`config.mk`:
```
export PLATFORM = sky130hd
export DESIGN_NAME = apb_master_flat
export DESIGN_NICKNAME = d
export VERILOG_FILES = /design/src/rtl/apb_pkg.sv /design/src/rtl/apb_master_if.sv /design/src/rtl/apb_wait_timer.sv /design/src/rtl/apb_master.sv /design/src/flat_wrapper.sv
export SDC_FILE = /design/constraint.sdc
export NUM_CORES = 1
export LEC_CHECK = 0
export BUFFER_PORTS_ARGS = -buffer_cell sky130_fd_sc_hd__buf_4
export CORE_UTILIZATION = 35
export DETAILED_ROUTE_END_ITERATION = 12
export SYNTH_ARGS = -nofsm -noshare
export SYNTH_HDL_FRONTEND = slang
export SYNTH_SLANG_ARGS = --single-unit
```
`constraint.sdc`:
```
create_clock -name PCLK -period 5.88 [get_ports PCLK]
set_input_delay 0.882 -clock PCLK [delete_from_list [all_inputs] [get_ports PCLK]]
set_output_delay 0.882 -clock PCLK [all_outputs]
set_load 0.02 [all_outputs]
```
`src/rtl/apb_pkg.sv`:
```
// apb_pkg: shared types and bus widths for the APB requester and its benches
package apb_pkg;
    localparam int APB_ADDR_W = 8;
    localparam int APB_DATA_W = 32;

    typedef enum logic [1:0] {IDLE, SETUP, ACCESS} apb_state_t;

    typedef struct packed {
        logic                  write;
        logic [APB_ADDR_W-1:0] addr;
        logic [APB_DATA_W-1:0] wdata;
    } apb_req_t;
endpackage

```
`src/rtl/apb_master_if.sv`:
```
// apb_master_if: command/response port plus APB bus signals of the requester
interface apb_master_if import apb_pkg::*; #(
    parameter int ADDR_W = APB_ADDR_W,
    parameter int DATA_W = APB_DATA_W
);
    logic              req_valid;
    logic              req_ready;
    logic              req_write;
    logic [ADDR_W-1:0] req_addr;
    logic [DATA_W-1:0] req_wdata;
    logic              rsp_valid;
    logic [DATA_W-1:0] rsp_rdata;
    logic              rsp_timeout;
    logic              PSEL;
    logic              PENABLE;
    logic [ADDR_W-1:0] PADDR;
    logic              PWRITE;
    logic [DATA_W-1:0] PWDATA;
    logic              PREADY;
    logic [DATA_W-1:0] PRDATA;

    modport master (
        input  req_valid, req_write, req_addr, req_wdata, PREADY, PRDATA,
        output req_ready, rsp_valid, rsp_rdata, rsp_timeout,
               PSEL, PENABLE, PADDR, PWRITE, PWDATA
    );

    modport slave (
        output req_valid, req_write, req_addr, req_wdata, PREADY, PRDATA,
        input  req_ready, rsp_valid, rsp_rdata, rsp_timeout,
               PSEL, PENABLE, PADDR, PWRITE, PWDATA
    );
endinterface

```
`src/rtl/apb_wait_timer.sv`:
```
// apb_wait_timer: counts ACCESS cycles with PREADY low and flags the last allowed one
module apb_wait_timer #(
    parameter int TIMEOUT = 32
) (
    input  logic PCLK,
    input  logic PRESET,
    input  logic i_clear,
    input  logic i_en,
    output logic o_expired
);
    localparam int W = $clog2(TIMEOUT);

    logic [W-1:0] r_cnt;

    assign o_expired = (r_cnt == W'(TIMEOUT - 1));

    // clear on entry to ACCESS, then count stalled cycles, saturating at the limit
    always_ff @(posedge PCLK or posedge PRESET) begin
        if (PRESET)
            r_cnt <= '0;
        else if (i_clear)
            r_cnt <= '0;
        else if (i_en && !o_expired)
            r_cnt <= r_cnt + 1'b1;
    end
endmodule

```
`src/rtl/apb_master.sv`:
```
// apb_master: single-command APB requester with wait-state support and stall timeout
module apb_master import apb_pkg::*; #(
    parameter int ADDR_W  = APB_ADDR_W,
    parameter int DATA_W  = APB_DATA_W,
    parameter int TIMEOUT = 32
) (
    input logic          PCLK,
    input logic          PRESET,
    apb_master_if.master bus
);
    apb_state_t        r_state;
    logic              r_psel;
    logic              r_penable;
    logic              r_pwrite;
    logic [ADDR_W-1:0] r_paddr;
    logic [DATA_W-1:0] r_pwdata;
    logic              r_rsp_valid;
    logic              r_rsp_timeout;
    logic [DATA_W-1:0] r_rsp_rdata;
    logic              w_expired;

    assign bus.req_ready   = (r_state == IDLE);
    assign bus.PSEL        = r_psel;
    assign bus.PENABLE     = r_penable;
    assign bus.PWRITE      = r_pwrite;
    assign bus.PADDR       = r_paddr;
    assign bus.PWDATA      = r_pwdata;
    assign bus.rsp_valid   = r_rsp_valid;
    assign bus.rsp_timeout = r_rsp_timeout;
    assign bus.rsp_rdata   = r_rsp_rdata;

    apb_wait_timer #(.TIMEOUT(TIMEOUT)) u_timer (
        .PCLK      (PCLK),
        .PRESET    (PRESET),
        .i_clear   (r_state == SETUP),
        .i_en      (r_state == ACCESS && !bus.PREADY),
        .o_expired (w_expired)
    );

    // IDLE -> SETUP -> ACCESS sequencer; PREADY beats the timeout on the last cycle
    always_ff @(posedge PCLK or posedge PRESET) begin
        if (PRESET) begin
            r_state       <= IDLE;
            r_psel        <= 1'b0;
            r_penable     <= 1'b0;
            r_pwrite      <= 1'b0;
            r_paddr       <= '0;
            r_pwdata      <= '0;
            r_rsp_valid   <= 1'b0;
            r_rsp_timeout <= 1'b0;
            r_rsp_rdata   <= '0;
        end else begin
            r_rsp_valid   <= 1'b0;
            r_rsp_timeout <= 1'b0;
            case (r_state)
                IDLE: if (bus.req_valid) begin
                    r_paddr   <= bus.req_addr;
                    r_pwdata  <= bus.req_wdata;
                    r_pwrite  <= bus.req_write;
                    r_psel    <= 1'b1;
                    r_penable <= 1'b0;
                    r_state   <= SETUP;
                end
                SETUP: begin
                    r_penable <= 1'b1;
                    r_state   <= ACCESS;
                end
                ACCESS: if (bus.PREADY || w_expired) begin
                    r_psel        <= 1'b0;
                    r_penable     <= 1'b0;
                    r_rsp_valid   <= 1'b1;
                    r_rsp_timeout <= !bus.PREADY;
                    r_rsp_rdata   <= (bus.PREADY && !r_pwrite) ? bus.PRDATA : '0;
                    r_state       <= IDLE;
                end
                default: r_state <= IDLE;
            endcase
        end
    end
endmodule

```
`src/flat_wrapper.sv`:
```
// flat-port wrapper written by rule: the top's interface ports become plain ports
module apb_master_flat import apb_pkg::*;
#(
    parameter int ADDR_W  = APB_ADDR_W,
    parameter int DATA_W  = APB_DATA_W,
    parameter int TIMEOUT = 32
)
  (PCLK, PRESET, bus_req_valid, bus_req_write, bus_req_addr, bus_req_wdata, bus_PREADY, bus_PRDATA, bus_req_ready, bus_rsp_valid, bus_rsp_rdata, bus_rsp_timeout, bus_PSEL, bus_PENABLE, bus_PADDR, bus_PWRITE, bus_PWDATA);
  apb_master_if #(.ADDR_W(ADDR_W), .DATA_W(DATA_W)) bus_i ();
  input logic PCLK;
  input logic PRESET;
  input wire logic [$bits(bus_i.req_valid)-1:0] bus_req_valid;
  input wire logic [$bits(bus_i.req_write)-1:0] bus_req_write;
  input wire logic [$bits(bus_i.req_addr)-1:0] bus_req_addr;
  input wire logic [$bits(bus_i.req_wdata)-1:0] bus_req_wdata;
  input wire logic [$bits(bus_i.PREADY)-1:0] bus_PREADY;
  input wire logic [$bits(bus_i.PRDATA)-1:0] bus_PRDATA;
  output wire logic [$bits(bus_i.req_ready)-1:0] bus_req_ready;
  output wire logic [$bits(bus_i.rsp_valid)-1:0] bus_rsp_valid;
  output wire logic [$bits(bus_i.rsp_rdata)-1:0] bus_rsp_rdata;
  output wire logic [$bits(bus_i.rsp_timeout)-1:0] bus_rsp_timeout;
  output wire logic [$bits(bus_i.PSEL)-1:0] bus_PSEL;
  output wire logic [$bits(bus_i.PENABLE)-1:0] bus_PENABLE;
  output wire logic [$bits(bus_i.PADDR)-1:0] bus_PADDR;
  output wire logic [$bits(bus_i.PWRITE)-1:0] bus_PWRITE;
  output wire logic [$bits(bus_i.PWDATA)-1:0] bus_PWDATA;
  assign bus_i.req_valid = bus_req_valid;
  assign bus_i.req_write = bus_req_write;
  assign bus_i.req_addr = bus_req_addr;
  assign bus_i.req_wdata = bus_req_wdata;
  assign bus_i.PREADY = bus_PREADY;
  assign bus_i.PRDATA = bus_PRDATA;
  assign bus_req_ready = bus_i.req_ready;
  assign bus_rsp_valid = bus_i.rsp_valid;
  assign bus_rsp_rdata = bus_i.rsp_rdata;
  assign bus_rsp_timeout = bus_i.rsp_timeout;
  assign bus_PSEL = bus_i.PSEL;
  assign bus_PENABLE = bus_i.PENABLE;
  assign bus_PADDR = bus_i.PADDR;
  assign bus_PWRITE = bus_i.PWRITE;
  assign bus_PWDATA = bus_i.PWDATA;
  apb_master #(.ADDR_W(ADDR_W), .DATA_W(DATA_W), .TIMEOUT(TIMEOUT)) u_core (.PCLK(PCLK), .PRESET(PRESET), .bus(bus_i));
endmodule
```
==> metrics.yaml, run 1 <==
core_area_um2: 9371
fin_ws_ns: 3.003
antenna_found_initial: 0
layout_commonest_cell: "buf_4"
start_util_pct: 36.52
num_vias: 2650
rr_endpoint: "u_core.bus.PENABLE"
drc: 0
hp-class: "reg -> reg"
io_buffers: 154
area_delta_synth_final_pct: 41.28
cts_tree: "done"
hp-start: "u_core.bus.PWDATA[25]"
status: "complete, no violations"
rows: 35
cp_common_cell: "ha_1"
ys_ff_latch: 84
p_seq_share_pct: 38.2
worstPathRequired_ns: 6.14
path_cells: "ha_1, and3_1, ha_1, nor2_2, buf_4, or2_1, inv_1, o21ai_0"
gp_congestion: 0.8090
htreeDepth: 3
min_period_ns: 2.877
slowest_delay_ns: 0.93
root_buffer: "clkbuf_8"
syn_area_um2: 3422
rr_worst_depth: 8
peakVddDrop_mv: 0.2644
post-dp-hpwl_um: 5543
grt_remaining_overflow: 0
drv_slew: 0
die_h_um: 100.9
wl_per_cell_um: 14.16
grt_pass1_vias: 2458
swShare_pct: 39.38
final_layout_size_suffix_gt1_share_pct: 49.89
rsz0062_at_grt: "false"
syn_area_per_cell_um2: 12.13
netlist_instances: 282
relSlewSlack_pct: 23.10
combPwrFrac_pct: 47.2
p_int_mw: 1.629
min_path_cells: 1
worstMarginPinSlew_ns: 1.153
power.total_mw: 2.687
setup_tns_ns: 0
layout_common_cells: "buf_4, dfrtp_1, mux2_2, nand2_1, o21ai_0"
wl_um: 7989
post_cts_buffers: 0
crit_fanout: 41
grt_start_max_net_pins: 53
fmaxAchievable_mhz: 347.6
path_class: "reg -> reg"
clockPowerShare_pct: 14.7
clock_sink_count: 84
routed_via_density: 4.699
die_w_um: 100.9
ant_nets: 0
cp.arrival_ns: 3.14
p_leak_nw: 2.302
slowest_stage: "or2_1"
setup_viol: 0
synth_cell_type_count: 30
syn_nets: 361
dieArea_um2: 10180
start_kind: "flop"
r2r_setup_slack_ns: 3.00
clk_pin_slew_worst_paths_ns: 0.09
final_nets: 509
first_pass_iters: 4
final_util_pct: 51.59
io_pins: 155
cts-resized-gates: 0
hold_viol: 0
grt_pass1_wl_um: 12490
clock_latency_ns: 0.34
power_density_nw_per_um2: 555.8
cts-buffers-inserted: 9
pre_cts_slack_ns: 3.005
diodes: 0
holdWs_ns: 0.4926
period_share_pct: 48.93
grt_util_all_layers_pct: 15.82
clk_path_buf_depth: 2
yosysWarnings: 0
ctsHoldBuffers: 0
max_cap_violations: 0
drtIter0Drc: 104
ys_seq_area_share_pct: 61.43
cp-end-kind: "flop"
reg2reg_from: "u_core.u_timer.r_cnt[0]"
finalClockSkew_ns: 0.01331
p_sw_mw: 1.058
hold_path_end: "u_core.bus.PWDATA[25]"
startpoint: "u_core.u_timer.r_cnt[0]"
==> logic make-up after synthesis <==
logic type / Yosys count / share of synthesized area, %
and+or+nand+nor: 52 / 7.386
adders and majority gates: 2 / 0.7311
DFF: 84 / 61.43
muxes: 41 / 13.49
AOI/OAI and AO/OA: 78 / 12.50
buffers and inverters: 25 / 4.461
==> worst max path at each step <==
stage	endpoint	slack, ns	depth (start not counted)
global route	u_core.bus.PENABLE	2.74	8
floorplan	u_core.bus.PADDR[0]	2.83	1
detailed placement	u_core.bus.PENABLE	3.00	8
CTS	u_core.bus.PENABLE	2.97	8
finish	u_core.bus.PENABLE	3.00	8
global placement	u_core.bus.PENABLE	3.08	8
==> synth_stat cells, drive strengths merged <==
| library cell | n | area, µm² |
|---|---|---|
| dfrtp | 84 | 2102 |
| o21ai | 66 | 330.3 |
| mux2 | 41 | 461.7 |
| nand2 | 36 | 135.1 |
| clkbuf | 11 | 41.29 |
| buf | 10 | 96.35 |
| a22o | 5 | 43.79 |
| inv | 4 | 15.01 |
| nand2b | 3 | 26.27 |
| nor2b | 3 | 18.77 |
| a21o | 2 | 15.01 |
| and3 | 2 | 12.51 |
| ha | 2 | 25.02 |
| nor2 | 2 | 7.510 |
| nor3b | 2 | 26.28 |
| a21oi | 1 | 5.000 |
| a311o | 1 | 10.01 |
| a31oi | 1 | 6.260 |
| and4 | 1 | 8.760 |
| nand3 | 1 | 5.000 |
| nor4 | 1 | 6.260 |
| o311ai | 1 | 8.760 |
| o31a | 1 | 8.760 |
| or2 | 1 | 6.260 |
==> power by group through the flow <==
stage               clock, mW  combinational (mW)  sequential (mW)
finish                  0.394                1.27             1.03
global route            0.436                1.36             1.06
CTS                     0.410                1.29             1.03
detailed placement          0                1.29             1.04
global placement            0                1.27             1.03
floorplan                   0               0.440             1.33
==> layer usage <==
layer  track usage [%]  share of wire [%]  vias up
met5                 0                  0        -
met4             5.017               0.86        0
met3             4.092                8.3        6
met2             24.18                 44      118
met1             21.99                 47     1240
li1                  -                  -     1286
==> metrics by stage <==
step | instances | cell area [µm²]
CTS | 564 | 4835
global route | 564 | 4835
floorplan | 282 | 3422
finish | 564 | 4835
detailed placement | 548 | 4638
global placement | 548 | 4638
==> critical path, delay by kind of cell (launching register included) <==
kind	cells	cell delay [ns]
simple gates	3	1.21
buf+inv	2	0.50
fa+ha+maj	2	0.44
flops	1	0.43
compound gates	1	0.20
==> registers in the layout, summed over array words and instances (netlist names) <==
register                cells
u_core.bus.PADDR            8
u_core.bus.PENABLE          1
u_core.bus.PSEL             1
u_core.bus.PWDATA          32
u_core.bus.PWRITE           1
u_core.bus.rsp_rdata       32
u_core.bus.rsp_timeout      1
u_core.bus.rsp_valid        1
u_core.r_state              2
u_core.u_timer.r_cnt        5
==> cell type report <==
cell class,instances,area [µm²]
fillers,898,4537
flip-flops and latches,84,2102
repair buffers,158,1186
multi-input cells,173,1172
clock buffers,12,165.2
well taps,129,161.4
clock inverters,4,31.28
inverters,4,16.27
No activity file was read; power rests on OpenSTA's default activity.
==> run 2: changes to the inputs <==
==> constraint.sdc (replaced) <==
create_clock -name PCLK -period 3 [get_ports PCLK]
set_input_delay 0.45 -clock PCLK [delete_from_list [all_inputs] [get_ports PCLK]]
set_output_delay 0.45 -clock PCLK [all_outputs]
set_load 0.02 [all_outputs]
==> metrics.yaml, run 2 (synthesized netlist as in run 1, its figures left out) <==
min_period_ns: 2.192  # was 2.877 ns
path_class: "reg -> reg"  # unchanged
rr_worst_depth: 8  # unchanged
r2r_setup_slack_ns: 0.81  # was 3.00 ns
cp.arrival_ns: 2.45  # was 3.14 ns
area_delta_synth_final_pct: 43.80  # was 41.28%
rows: 35  # unchanged
slowest_stage: "dfrtp_1"  # was or2_1
wl_per_cell_um: 14.20  # was 14.16 µm
worstPathRequired_ns: 3.25  # was 6.14 ns
grt_remaining_overflow: 0  # unchanged
core_area_um2: 9371  # unchanged
dieArea_um2: 10180  # unchanged
cts-resized-gates: 0  # unchanged
grt_util_all_layers_pct: 16.19  # was 15.82%
peakVddDrop_mv: 0.4443  # was 0.2644 mV
rsz0062_at_grt: "false"  # unchanged
clk_path_buf_depth: 2  # unchanged
power_density_nw_per_um2: 1117  # was 555.8 nW/µm²
grt_start_max_net_pins: 52  # was 53
grt_pass1_vias: 2624  # was 2458
final_nets: 512  # was 509
io_buffers: 154  # unchanged
setup_tns_ns: 0  # unchanged
ant_nets: 0  # unchanged
setup_viol: 0  # unchanged
io_pins: 155  # unchanged
clock_latency_ns: 0.35  # was 0.34 ns
worstMarginPinSlew_ns: 0.6253  # was 1.153 ns
reg2reg_from: "u_core.u_timer.r_cnt[0]"  # unchanged
wl_um: 8051  # was 7989 µm
crit_fanout: 26  # was 41
hold_viol: 0  # unchanged
fillCellCount: 892  # was 898
die_h_um: 100.9  # unchanged
htreeDepth: 3  # unchanged
max_cap_violations: 0  # unchanged
cts-buffers-inserted: 9  # unchanged
slowest_delay_ns: 0.42  # was 0.93 ns
place_inst: 551  # was 548
fin_cells: 567  # was 564
clk_pin_slew_worst_paths_ns: 0.09  # about the same
num_vias: 2660  # was 2650
diodes: 0  # unchanged
status: "complete, no violations"  # unchanged
finalClockSkew_ns: 0.009621  # was 0.01331 ns
grt_pass1_wl_um: 12830  # was 12490 µm
ctsHoldBuffers: 0  # unchanged
antenna_found_initial: 0  # unchanged
rr_endpoint: "u_core.bus.PENABLE"  # unchanged
final_util_pct: 52.51  # was 51.59%
start_kind: "flop"  # unchanged
die_w_um: 100.9  # unchanged
power.total_mw: 5.498  # was 2.687 mW
drv_slew: 0  # unchanged
cp_common_cell: "ha_1"  # unchanged
post-dp-hpwl_um: 5671  # was 5543 µm
drc: 0  # unchanged
start_util_pct: 36.52  # unchanged
hp-class: "in -> async"  # was reg -> reg
p_leak_nw: 2.355  # was 2.302 nW
cts_tree: "done"  # unchanged
relSlewSlack_pct: 58.26  # was 23.10%
cp-end-kind: "flop"  # unchanged
period_share_pct: 73.06  # was 48.93%
fmaxAchievable_mhz: 456.2  # was 347.6 MHz
clock_sink_count: 84  # unchanged
post_cts_buffers: 0  # unchanged
drtIter0Drc: 100  # was 104
layout_commonest_cell: "buf_4"  # unchanged
first_pass_iters: 4  # unchanged
path_cells: "ha_1, and3_1, ha_1, nor2_2, or2_1, buf_4, inv_1, o21ai_0"  # was ha_1, and3_1, ha_1, nor2_2, buf_4, or2_1, inv_1, o21ai_0
gp_congestion: 0.7191  # was 0.8090
routed_via_density: 4.691  # was 4.699
holdWs_ns: 0.1656  # was 0.4926 ns
layout_common_cells: "buf_4, dfrtp_1, mux2_2, nand2_1, o21ai_0"  # unchanged
root_buffer: "clkbuf_8"  # unchanged
final_layout_size_suffix_gt1_share_pct: 50.23  # was 49.89%
[run 2: stage by stage]
stage | setup slack (ns) | instance area (µm²)
finish | 0.8081 | 4921
global route | 0.6637 | 4921
CTS | 0.7953 | 4921
detailed placement | 0.8367 | 4673
global placement | 0.9105 | 4673
floorplan | 0.3849 | 3422
[run 2: final cells by class]
class | instances | area, µm² | area share (%)
repair buffers | 161 | 1221 | 24.82
inverters | 4 | 16.27 | 0.3305
flip-flops and latches | 84 | 2102 | 42.72
multi-input cells | 173 | 1172 | 23.82
well taps | 129 | 161.4 | 3.280
clock buffers | 9 | 123.9 | 2.517
clock inverters | 7 | 123.9 | 2.517
[run 2: where the power goes]
group	total, mW	internal, mW	switching, mW
combinational	2.54	1.17	1.37
sequential	1.98	1.67	0.311
clock	0.981	0.560	0.420
[run 2: per-layer routing]
layer	vias up	routed length (µm)	GRT usage (%)	share of wire, %
met4	0	115	6.132	1.4
met5	-	0	0	0
met2	124	3600	25.45	45
li1	1281	-	-	-
met3	11	762	4.924	9.5
met1	1244	3572	21.03	44
[run 2: worst max-delay path: cells and delay by family (launching register included)]
kind                     cells  cell delay, ns
buffers and inverters        2            0.43
adder cells (fa/ha/maj)      2            0.45
AND/OR/NAND/NOR              3            0.59
flip-flops                   1            0.42
AO/OA/AOI/OAI                1            0.19
[run 2: worst max path at each step]
| stage | from | endpoint | slack, ns | depth (start not counted) |
|---|---|---|---|---|
| final | u_core.u_timer.r_cnt[0] | u_core.bus.PENABLE | 0.81 | 8 |
| after floorplan | PRESET | u_core.bus.PADDR[0] | 0.38 | 1 |
| after global routing | u_core.u_timer.r_cnt[0] | u_core.bus.PENABLE | 0.66 | 8 |
| after CTS | u_core.u_timer.r_cnt[0] | u_core.bus.PENABLE | 0.80 | 8 |
| after global placement | u_core.u_timer.r_cnt[0] | u_core.bus.PENABLE | 0.91 | 8 |
| after detailed placement | u_core.u_timer.r_cnt[0] | u_core.bus.PENABLE | 0.84 | 8 |
==> run 3: changes to the inputs <==
--- a/config.mk
+++ b/config.mk
@@ -5,6 +5,7 @@
 export SDC_FILE = /design/constraint.sdc
 export NUM_CORES = 1
 export LEC_CHECK = 0
+export ABC_AREA = 1
 export BUFFER_PORTS_ARGS = -buffer_cell sky130_fd_sc_hd__buf_4
 export CORE_UTILIZATION = 35
 export DETAILED_ROUTE_END_ITERATION = 12
==> constraint.sdc (replaced) <==
create_clock -name PCLK -period 2.2 [get_ports PCLK]
set_input_delay 0.33 -clock PCLK [delete_from_list [all_inputs] [get_ports PCLK]]
set_output_delay 0.33 -clock PCLK [all_outputs]
set_load 0.02 [all_outputs]
==> metrics.yaml, run 3 <==
status: "complete, no violations"  # unchanged
gp_congestion: 0.7375  # was 0.7191
drtIter0Drc: 96  # was 100
path_cells: "ha_1, nand2_1, nor2_1, ha_1, inv_1, nand2_1, nand2_2, buf_4, nand2_1, o21ai_1"  # was ha_1, and3_1, ha_1, nor2_2, or2_1, buf_4, inv_1, o21ai_0
setup_tns_ns: 0  # unchanged
fin_ws_ns: 0.4735  # was 0.8081 ns
cts-buffers-inserted: 9  # unchanged
fillCellCount: 910  # was 892
synthSimpleGateAreaFrac_pct: 26.35  # was 7.386%
synth_top_family_by_area: "simple AND/OR/NAND/NOR gates"  # was multiplexers
path_class: "reg -> reg"  # unchanged
worstPathRequired_ns: 2.46  # was 3.25 ns
layout_commonest_cell: "nand2_1"  # was buf_4
synth_cell_type_count: 20  # was 30
drv_slew: 0  # unchanged
clk_pin_slew_worst_paths_ns: 0.08  # was 0.09 ns
p_leak_nw: 2.600  # was 2.355 nW
num_vias: 2894  # was 2660
peakVddDrop_mv: 0.6125  # was 0.4443 mV
ys_ff_latch: 84  # unchanged
netlist_instances: 371  # was 282
synthAdderAreaFrac_pct: 0.7485  # was 0.7313%
async_flop_share_pct: 100.0  # unchanged
ys_seq_area_share_pct: 62.87  # was 61.43%
crit_fanout: 38  # was 26
slowest_delay_ns: 0.40  # was 0.42 ns
post_cts_buffers: 0  # unchanged
yosys.area.top_type: "dfrtp_1"  # unchanged
synth_xor_area_share_pct: 0  # unchanged
drc: 0  # unchanged
cts_tree: "done"  # unchanged
post-dp-hpwl_um: 5748  # was 5671 µm
cp_common_cell: "nand2_1"  # was ha_1
synth_enable_flop_cells: 0  # unchanged
multi_input_comb_area_um2: 1071  # was 1172 µm²
cp.arrival_ns: 1.99  # was 2.45 ns
final_nets: 603  # was 512
relSlewSlack_pct: 67.05  # was 58.26%
yosys-top-cells-area: "dfrtp_1, nand2_1, o21ai_1"  # was dfrtp_1, mux2_2, o21ai_0
power.total_mw: 6.936  # was 5.498 mW
hp-class: "in -> async"  # unchanged
synthMuxAreaShare_pct: 0  # was 13.49%
setup_viol: 0  # unchanged
io_pins: 155  # unchanged
die_w_um: 99.74  # was 100.9 µm
clk_path_buf_depth: 2  # unchanged
diodes: 0  # unchanged
ctsHoldBuffers: 0  # unchanged
yosysWarnings: 0  # unchanged
fin_cells: 658  # was 567
grt_pass1_vias: 2736  # was 2624
grt_pass1_wl_um: 13120  # was 12830 µm
grt_remaining_overflow: 0  # unchanged
ant_nets: 0  # unchanged
min_period_ns: 1.727  # was 2.192 ns
clock_latency_ns: 0.34  # was 0.35 ns
rsz0062_at_grt: "false"  # unchanged
wl_um: 8055  # was 8051 µm
path_buf_inv: 2  # unchanged
power_density_nw_per_um2: 1448  # was 1117 nW/µm²
cts-resized-gates: 0  # unchanged
synth_most_common_cell: "nand2_1"  # was dfrtp_1
antenna_found_initial: 0  # unchanged
fmaxAchievable_mhz: 579.2  # was 456.2 MHz
synth_common_cells: "nand2_1, dfrtp_1, o21ai_1"  # was dfrtp_1, mux2_2, nand2_1
worstMarginPinSlew_ns: 0.4932  # was 0.6253 ns
dpl-instance-area_um2: 4588  # was 4673 µm²
cp-end-kind: "flop"  # unchanged
dieArea_um2: 9947  # was 10180 µm²
seqCellArea_um2: 2102  # unchanged
synth_top_area_share_pct: 62.87  # was 61.43%
root_buffer: "clkbuf_8"  # unchanged
period_share_pct: 78.48  # was 73.06%
finalClockSkew_ns: 0.006408  # was 0.009621 ns
start_kind: "flop"  # unchanged
slowest_stage: "dfrtp_1"  # unchanged
routed_via_density: 4.398  # was 4.691
rows: 35  # unchanged
final_layout_size_suffix_gt1_share_pct: 35.16  # was 50.23%
die_h_um: 99.74  # was 100.9 µm
pre_cts_slack_ns: 0.4956  # was 0.8367 ns
grt_util_all_layers_pct: 16.89  # was 16.19%
clock_sink_count: 84  # unchanged
start_util_pct: 36.18  # was 36.52%
max_cap_violations: 0  # unchanged
first_pass_iters: 4  # unchanged
place_inst: 642  # was 551
layout_common_cells: "nand2_1, buf_4, dfrtp_1, o21ai_1, clkbuf_8"  # was buf_4, dfrtp_1, mux2_2, nand2_1, o21ai_0
crit_family: "flip-flops"  # was simple AND/OR/NAND/NOR gates
synth-compound-area-share_pct: 4.940  # was 12.50%
core_area_um2: 9240  # was 9371 µm²
hold_viol: 0  # unchanged
syn_area_per_cell_um2: 9.011  # was 12.13 µm²
grt_start_max_net_pins: 49  # was 52
final_cell_area_um2: 4791  # was 4921 µm²
htreeDepth: 3  # unchanged
area_delta_synth_final_pct: 43.30  # was 43.80%
io_buffers: 154  # unchanged
synth_ff_type: "dfrtp_1"  # unchanged
wl_per_cell_um: 12.24  # was 14.20 µm
syn_area_um2: 3343  # was 3422 µm²
syn_nets: 450  # was 361
-- run 3: cell types whose count changed in the layout (fill, tap and decap cells not counted), sizes merged, moves of 3 or more --
cell and delta:
clkbuf +3, nand3 +7, a22o -5, mux2 -41, nor2 +5, o21ai -34, nor2b -3, nand2b -3
inv +4, nand2 +172
-- run 3: through the flow --
step	hold slack [ns]	utilization (%)
after global routing	0.01256	51.85
final	0.01158	51.85
after CTS	0.004366	51.85
after global placement	0.3837	49.65
after floorplan	0.4008	-
after detailed placement	0.3900	49.65
-- run 3: cells by family after synthesis --
kind of cell / count (synthesis)
and+or+nand+nor: 225
DFF: 84
AOI/OAI and AO/OA: 33
buffers and inverters: 27
adders and majority gates: 2
-- run 3: final timing paths --
path,from,end,slack [ns],depth (start not counted)
max,u_core.u_timer.r_cnt[0],u_core.bus.rsp_rdata[10],0.47,10
min reg2reg,u_core.bus.PWDATA[15],u_core.bus.PWDATA[15],0.48,2
max reg2reg,u_core.u_timer.r_cnt[0],u_core.bus.rsp_rdata[10],0.47,10
min,PRESET,u_core.bus.PWDATA[13],0.01,2
min in group PCLK,bus_req_wdata[16],u_core.bus.PWDATA[16],0.18,3
max in group asynchronous,PRESET,u_core.bus.rsp_rdata[19],1.58,3
-- run 3: area by class of cell --
| cell class | count | share of cell area, % |
|---|---|---|
| clock buffer | 12 | 3.238 |
| clock inverter | 4 | 0.9924 |
| inverter | 9 | 0.8357 |
| multi-input combinational | 260 | 22.36 |
| sequential | 84 | 43.88 |
| tap | 129 | 3.369 |
| timing repair buffer | 160 | 25.33 |
-- run 3: worst register-to-register path: stages (launching register included) --
cell	delay [ns]
dfrtp_1	0.40
ha_1	0.21
nand2_1	0.08
nor2_1	0.04
ha_1	0.18
inv_1	0.07
nand2_1	0.07
nand2_2	0.07
buf_4	0.32
nand2_1	0.12
o21ai_1	0.10
-- run 3: report_power, final --
part / switching (mW) / internal (mW)
combinational: 1.89 / 1.30
clock: 0.523 / 0.584
sequential: 0.403 / 2.23
total: 2.82 / 4.11
-- run 3: metal layers --
metal | share of wire (%) | up-vias | global-route usage, %
met3 | 9.3 | 10 | 5.552
met1 | 45 | 1308 | 22.34
li1 | - | 1448 | -
met5 | 0 | - | 0
met2 | 44 | 128 | 25.62
met4 | 1.4 | 0 | 6.787
